`src/rtl/minterm_pkg.sv`:
```
// Shared types and defaults for the minterm_sweep truth-table sequencer.
package minterm_pkg;

  typedef enum logic [1:0] {
    IDLE,
    SWEEP,
    LAST,
    DONE
  } state_e;

  localparam int unsigned DEFAULT_N_VARS   = 4;
  localparam logic [15:0] DEFAULT_EXPECTED = 16'h16C5;  // m(0,2,6,7,9,10,12)
  localparam int unsigned SETTLE_W         = 4;         // SETTLE range 0..15

endpackage

```
`src/rtl/minterm_sweep_if.sv`:
```
// Handshake/result bundle between minterm_sweep and its driver plus the function under test.
interface minterm_sweep_if
  import minterm_pkg::*;
#(
  parameter int unsigned N_VARS = DEFAULT_N_VARS
);
  localparam int unsigned N_MINTERMS = 2 ** N_VARS;

  logic                  start;
  logic [N_VARS-1:0]     vec;
  logic                  f;
  logic                  busy;
  logic                  done;
  logic [N_MINTERMS-1:0] table_out;
  logic                  pass;
  logic [N_VARS:0]       mismatch_cnt;

  modport master (
    output start, f,
    input  vec, busy, done, table_out, pass, mismatch_cnt
  );

  modport slave (
    input  start, f,
    output vec, busy, done, table_out, pass, mismatch_cnt
  );
endinterface

```
`src/rtl/minterm_sweep_counter.sv`:
```
// Vector counter with per-vector settle delay; flags the sample cycle and the final vector.
module sweep_counter
  import minterm_pkg::*;
#(
  parameter int unsigned N_VARS = DEFAULT_N_VARS,
  parameter int unsigned SETTLE = 0
) (
  input  logic              clk,
  input  logic              rst_n,
  input  logic              i_clear,
  input  logic              i_en,
  output logic [N_VARS-1:0] o_vec,
  output logic              o_sample_en,
  output logic              o_last
);
  localparam logic [SETTLE_W-1:0] SETTLE_MAX = SETTLE_W'(SETTLE);

  logic [N_VARS-1:0]   r_vec;
  logic [SETTLE_W-1:0] r_settle;

  assign o_sample_en = i_en && (r_settle == SETTLE_MAX);
  assign o_last      = o_sample_en && (r_vec == '1);
  assign o_vec       = r_vec;

  // NOTE: state registers use non-blocking assignments so every flop samples pre-edge values.
  always_ff @(posedge clk) begin
    if (!rst_n || i_clear) begin
      r_vec    <= '0;
      r_settle <= '0;
    end else if (o_sample_en) begin
      r_vec    <= r_vec + N_VARS'(1);  // wraps to 0 after the last vector
      r_settle <= '0;
    end else if (i_en) begin
      r_settle <= r_settle + SETTLE_W'(1);
    end
  end
endmodule

```
`src/rtl/minterm_sweep.sv`:
```
// Sweeps a 4-input function through all minterms and captures its truth table.
// Optional mask comparator enabled by defining MINTERM_SWEEP_CHECK_EN.
module minterm_sweep
  import minterm_pkg::*;
#(
  parameter int unsigned         N_VARS   = DEFAULT_N_VARS,
  parameter int unsigned         SETTLE   = 0,
  parameter logic [2**N_VARS-1:0] EXPECTED = DEFAULT_EXPECTED
) (
  input  logic            clk,
  input  logic            rst_n,
  minterm_sweep_if.slave  bus
);
  localparam int unsigned N_MINTERMS = 2 ** N_VARS;

  state_e                r_state;
  logic                  r_busy;
  logic                  r_done;
  logic                  r_pass;
  logic [N_VARS:0]       r_mismatch;
  logic [N_MINTERMS-1:0] r_capture;
  logic [N_MINTERMS-1:0] r_table;

  logic [N_VARS-1:0]     w_vec;
  logic                  w_sample_en;
  logic                  w_last;
  logic                  w_pass;
  logic [N_VARS:0]       w_mismatch;

  sweep_counter #(
    .N_VARS (N_VARS),
    .SETTLE (SETTLE)
  ) u_counter (
    .clk         (clk),
    .rst_n       (rst_n),
    .i_clear     (r_state == IDLE),
    .i_en        (r_state == SWEEP),
    .o_vec       (w_vec),
    .o_sample_en (w_sample_en),
    .o_last      (w_last)
  );

`ifdef MINTERM_SWEEP_CHECK_EN
  logic [N_MINTERMS-1:0] w_diff;

  assign w_diff = r_capture ^ EXPECTED;
  assign w_pass = (w_diff == '0);

  always_comb begin
    // NOTE: assign a default before the loop so no path leaves the output unassigned (no latch).
    w_mismatch = '0;
    for (int k = 0; k < N_MINTERMS; k++) begin
      w_mismatch = w_mismatch + {{N_VARS{1'b0}}, w_diff[k]};
    end
  end
`else
  // Comparator absent: the expected mask has no consumer in this build.
  logic w_unused_expected;
  assign w_unused_expected = ^EXPECTED;
  assign w_pass            = 1'b0;
  assign w_mismatch        = '0;
`endif

  always_ff @(posedge clk) begin
    if (!rst_n) begin
      r_state    <= IDLE;
      r_busy     <= 1'b0;
      r_done     <= 1'b0;
      r_pass     <= 1'b0;
      r_mismatch <= '0;
      r_table    <= '0;
      // NOTE: the capture register is reset too, so an aborted sweep leaves no partial table behind.
      r_capture  <= '0;
    end else begin
      r_done <= 1'b0;
      unique case (r_state)
        IDLE: begin
          if (bus.start) begin
            r_state   <= SWEEP;
            r_busy    <= 1'b1;
            r_capture <= '0;
          end
        end
        SWEEP: begin
          if (w_sample_en) r_capture[w_vec] <= bus.f;
          if (w_last)      r_state          <= LAST;
        end
        LAST: begin
          r_table    <= r_capture;
          r_pass     <= w_pass;
          r_mismatch <= w_mismatch;
          r_busy     <= 1'b0;
          r_done     <= 1'b1;
          r_state    <= DONE;
        end
        DONE: r_state <= IDLE;
      endcase
    end
  end

  assign bus.vec          = w_vec;
  assign bus.busy         = r_busy;
  assign bus.done         = r_done;
  assign bus.table_out    = r_table;
  assign bus.pass         = r_pass;
  assign bus.mismatch_cnt = r_mismatch;
endmodule
```
`src/flat_wrapper.sv`:
```
// flat-port wrapper written by rule: the top's interface ports become plain ports
module minterm_sweep_flat import minterm_pkg::*;
#(
  parameter int unsigned         N_VARS   = DEFAULT_N_VARS,
  parameter int unsigned         SETTLE   = 0,
  parameter logic [2**N_VARS-1:0] EXPECTED = DEFAULT_EXPECTED
)
  (clk, rst_n, bus_start, bus_f, bus_vec, bus_busy, bus_done, bus_table_out, bus_pass, bus_mismatch_cnt);
  minterm_sweep_if #(.N_VARS(N_VARS)) bus_i ();
  input  logic clk;
  input  logic rst_n;
  input wire logic [$bits(bus_i.start)-1:0] bus_start;
  input wire logic [$bits(bus_i.f)-1:0] bus_f;
  output wire logic [$bits(bus_i.vec)-1:0] bus_vec;
  output wire logic [$bits(bus_i.busy)-1:0] bus_busy;
  output wire logic [$bits(bus_i.done)-1:0] bus_done;
  output wire logic [$bits(bus_i.table_out)-1:0] bus_table_out;
  output wire logic [$bits(bus_i.pass)-1:0] bus_pass;
  output wire logic [$bits(bus_i.mismatch_cnt)-1:0] bus_mismatch_cnt;
  assign bus_i.start = bus_start;
  assign bus_i.f = bus_f;
  assign bus_vec = bus_i.vec;
  assign bus_busy = bus_i.busy;
  assign bus_done = bus_i.done;
  assign bus_table_out = bus_i.table_out;
  assign bus_pass = bus_i.pass;
  assign bus_mismatch_cnt = bus_i.mismatch_cnt;
  minterm_sweep #(.N_VARS(N_VARS), .SETTLE(SETTLE), .EXPECTED(EXPECTED)) u_core (.clk(clk), .rst_n(rst_n), .bus(bus_i));
endmodule
```
`config.mk`:
```
export PLATFORM = sky130hd
export DESIGN_NAME = minterm_sweep_flat
export DESIGN_NICKNAME = d
export VERILOG_FILES = /design/src/rtl/minterm_pkg.sv /design/src/rtl/minterm_sweep_if.sv /design/src/rtl/minterm_sweep_counter.sv /design/src/rtl/minterm_sweep.sv /design/src/flat_wrapper.sv
export SDC_FILE = /design/constraint.sdc
export NUM_CORES = 1
export LEC_CHECK = 0
export CORE_UTILIZATION = 35
export CTS_CLUSTER_SIZE = 16
export DETAILED_ROUTE_END_ITERATION = 6
export PLACE_DENSITY = 0.59
export SETUP_SLACK_MARGIN = 0.05
export SLEW_MARGIN = 40
export SYNTH_ARGS = -nofsm -noshare
export SYNTH_HDL_FRONTEND = slang
export SYNTH_SLANG_ARGS = --single-unit
```
`constraint.sdc`:
```
create_clock -name clk -period 2.2 [get_ports clk]
set_clock_uncertainty 0.2 [all_clocks]
set_input_delay 0.22 -clock clk [delete_from_list [all_inputs] [get_ports clk]]
set_output_delay 0.22 -clock clk [all_outputs]
set_load 0.05 [all_outputs]
```
==> results.py <==
metrics = {
    "synthesis": {
        "avgSynthCellArea_um2": 9.21,
        "async_flop_share_pct": 0,
        "synth_top_area_share_pct": 42.5,
        "synth_cell_types": 37,
        "synth_compound_gate_area_share_pct": 18.2,
        "yosysTopAreaCell": "dfxtp_1",
        "synth-edff-count": 0,
        "synthSimpleGateAreaFrac_pct": 15.8,
        "syn_inst": 225,
        "synth_fa_ha_area_share_pct": 5.43,
        "synth_warnings": 0,
        "synth.mux.area_fraction_pct": 8.21,
        "synth_top_family_by_area": "compound AO/OA/AOI/OAI gates",
        "yosysSeqAreaShare_pct": 42.5,
        "netlist_area_um2": 2070,
        "ys.flop_type": "dfxtp_1",
        "ys_ff_latch": 44,
        "synth_xor_area_share_pct": 2.11,
        "synthTopCellsByArea": "dfxtp_1 (42%), mux2i_1 (8.2%), ha_1 (5.4%), nor2_1 (4.5%), a31oi_1 (3.9%)",
    },
    "clocking": {
        "htree_num_levels": 2,
        "cts_tree": "done",
        "ctsHoldBuffers": 0,
        "clock_sinks": 44,
        "clockRootBuffer": "clkbuf_8",
        "cts.path.max_buffers": 2,
        "cts_buffers": 5,
        "clk_pin_slew_ps": 80,
        "cts_resized": 0,
        "post_cts_buffers": 0,
        "insertion_delay_ps": 290,
    },
    "die": {
        "pin_count": 32,
        "start_util_pct": 37.0,
        "die_x_um": 79.0,
        "design.die.area_um2": 6240,
        "rows": 27,
        "core_um2": 5610,
        "chipHeight_um": 79.0,
    },
    "layout": {
        "final_common_cell": "dfxtp_1",
        "area_growth_pct": 18.0,
        "fillers": 569,
        "n_antenna_cell": 0,
        "drive_above_1_share_pct": 8.10,
        "nNetsFinal": 259,
        "most-common-layout-cells": "dfxtp_1 (44), nor2_1 (25), clkdlybuf4s50_1 (25)",
    },
    "pwr": {
        "ir_worst_vdd_uv": 518,
        "p_int_mw": 1.46,
        "switching_share_pct": 38.8,
        "power.share.clock_pct": 22.1,
        "power_switching_mw": 0.926,
        "power.density_nw_per_um2": 974,
        "p_seq_share_pct": 36.6,
        "total_power_mw": 2.38,
        "p_leak_nw": 0.865,
        "combPwrFrac_pct": 41.3,
    },
    "worst_setup_path": {
        "cp-start-kind": "register",
        "crit_type": "reg -> out",
        "r2r_end": "u_core.r_capture[7]",
        "cp.depth": 1,
        "critPathMaxFanout": 7,
        "arrival_ps": 1640,
        "required_ps": 1780,
        "crit_end": "bus_vec[2]",
        "r2r-start": "u_core.r_state[1]",
        "endpoint_kind": "output pin",
        "r2r_slack_ps": 250,
        "cpMaxStageDelayCell": "clkdlybuf4s50_1",
        "cp.buffers_inverters": 1,
        "cp-startpoint": "u_core.u_counter.o_vec[2]",
        "cpPeakStageDelay_ps": 860,
        "reg2regPathDepth": 6,
        "cp_top_family": "buffers and inverters",
        "path_cells": "clkdlybuf4s50_1",
    },
    "grt": {
        "antenna_found_initial": 0,
        "grt_pass1_wl_um": 7130,
        "grt_pass1_vias": 1493,
        "grt_max_degree": 22,
        "grt_util_all_layers_pct": 14.7,
        "gr-total-overflow": 0,
    },
    "route": {
        "wire_per_inst_um": 13.2,
        "wl_um": 4220,
        "vias": 1602,
        "drt_first_iter_violations": 116,
        "avgViaCountPerCell": 5.02,
        "firstDrtPassIters": 4,
        "drc": 0,
        "ant_nets": 0,
    },
    "run_status": {
        "run_status": "complete, no violations",
    },
    "placement": {
        "hpwl_um": 3000,
        "port_buffers": 25,
        "place.gp.congestion": 0.861,
    },
    "timing": {
        "hold_viol_final": 0,
        "finalSetupTns_ps": 0,
        "finalSetupViolations": 0,
        "fmax_ghz": 0.486,
        "slew_headroom_pct": 55.2,
        "min_period_over_period_pct": 93.5,
        "rsz0062_at_grt": "false",
        "timing.final.crit_period_ps": 2060,
        "drv_slew": 0,
        "tightest_slew_ps": 671,
    },
    "min_path": {
        "hold_path_class": "reg -> reg",
    },
    "run": {
        "drv_cap": 0,
    },
}
-- kinds of logic after synthesis --
kind of cell | after synthesis
flip-flops | 44
multiplexers | 17
AO/OA/AOI/OAI | 54
adder cells (fa/ha/maj) | 9
XOR/XNOR | 5
other | 1
buffers and inverters | 31
AND/OR/NAND/NOR | 64
-- power by group through the flow --
stage               Clock (mW)  Combinational (mW)  Sequential (mW)
floorplan                    0               0.736            0.942
global placement             0               0.983            0.891
detailed placement           0               0.989            0.892
CTS                      0.535               0.993            0.873
global route             0.568                1.07            0.881
finish                   0.526               0.986            0.873
-- flip-flops by register name, indices dropped and copies added, names as in the netlist --
| register | flops |
|---|---|
| u_core.u_counter.o_vec | 4 |
| u_core.r_state | 2 |
| u_core.u_counter.r_settle | 4 |
| u_core.bus.busy | 1 |
| u_core.bus.table_out | 16 |
| u_core.bus.done | 1 |
| u_core.r_capture | 16 |
-- routing by layer --
| metal | vias up | routed length [µm] | GRT usage (%) |
|---|---|---|---|
| met5 | - | 0 | 0 |
| met4 | 0 | 59 | 6.91 |
| met3 | 7 | 136 | 2.87 |
| met2 | 33 | 2000 | 23.8 |
| met1 | 740 | 2020 | 18.6 |
| li1 | 822 | - | - |
-- metrics by stage --
stage / utilization, % / setup slack, ps / std cells / hold WS, ps / instance area [µm²]
2_1_floorplan: - / 237 / 230 / 254 / 2090
3_3_place_gp: 42.0 / 270 / 311 / 268 / 2350
3_5_place_dp: 42.0 / 234 / 311 / 270 / 2350
4_1_cts: 43.6 / 130 / 319 / 280 / 2450
5_1_grt: 43.6 / 71.2 / 319 / 300 / 2450
6_report: 43.6 / 142 / 319 / 279 / 2450
-- cells in the mapped netlist, types with 4 or more instances --
| cell type | instances |
|---|---|
| ha_1 | 9 |
| a32o_1 | 4 |
| a21oi_1 | 6 |
| xor2_1 | 4 |
| nand2_1 | 20 |
| o21ai_0 | 12 |
| o211ai_1 | 9 |
| buf_2 | 6 |
| mux2i_1 | 17 |
| nand3_1 | 5 |
| dfxtp_1 | 44 |
| a31oi_1 | 13 |
| o221ai_1 | 4 |
| inv_1 | 9 |
| nor2_1 | 25 |
| buf_4 | 7 |
| clkbuf_1 | 7 |
-- how the worst min path moves through the flow --
stage | slack (ps) | cells past startpoint | endpoint | from
after floorplan | 250 | 2 | u_core.r_capture[13] | u_core.r_capture[13]
after global placement | 270 | 2 | u_core.r_capture[14] | u_core.r_capture[14]
after detailed placement | 270 | 2 | u_core.r_capture[13] | u_core.r_capture[13]
after CTS | 280 | 2 | u_core.r_capture[13] | u_core.r_capture[13]
after global routing | 300 | 2 | u_core.r_capture[14] | u_core.r_capture[14]
final | 280 | 2 | u_core.r_capture[14] | u_core.r_capture[14]
-- cell type report --
cell class	instances	area (µm²)	area share [%]
clock buffer	7	86.3	3.53
clock inverter	1	7.51	0.307
inverter	9	33.8	1.38
multi-input combinational	155	1050	43.0
sequential	44	881	36.0
tap	72	90.1	3.68
timing repair buffer	31	295	12.1
Power figures use the tool's default switching activity.
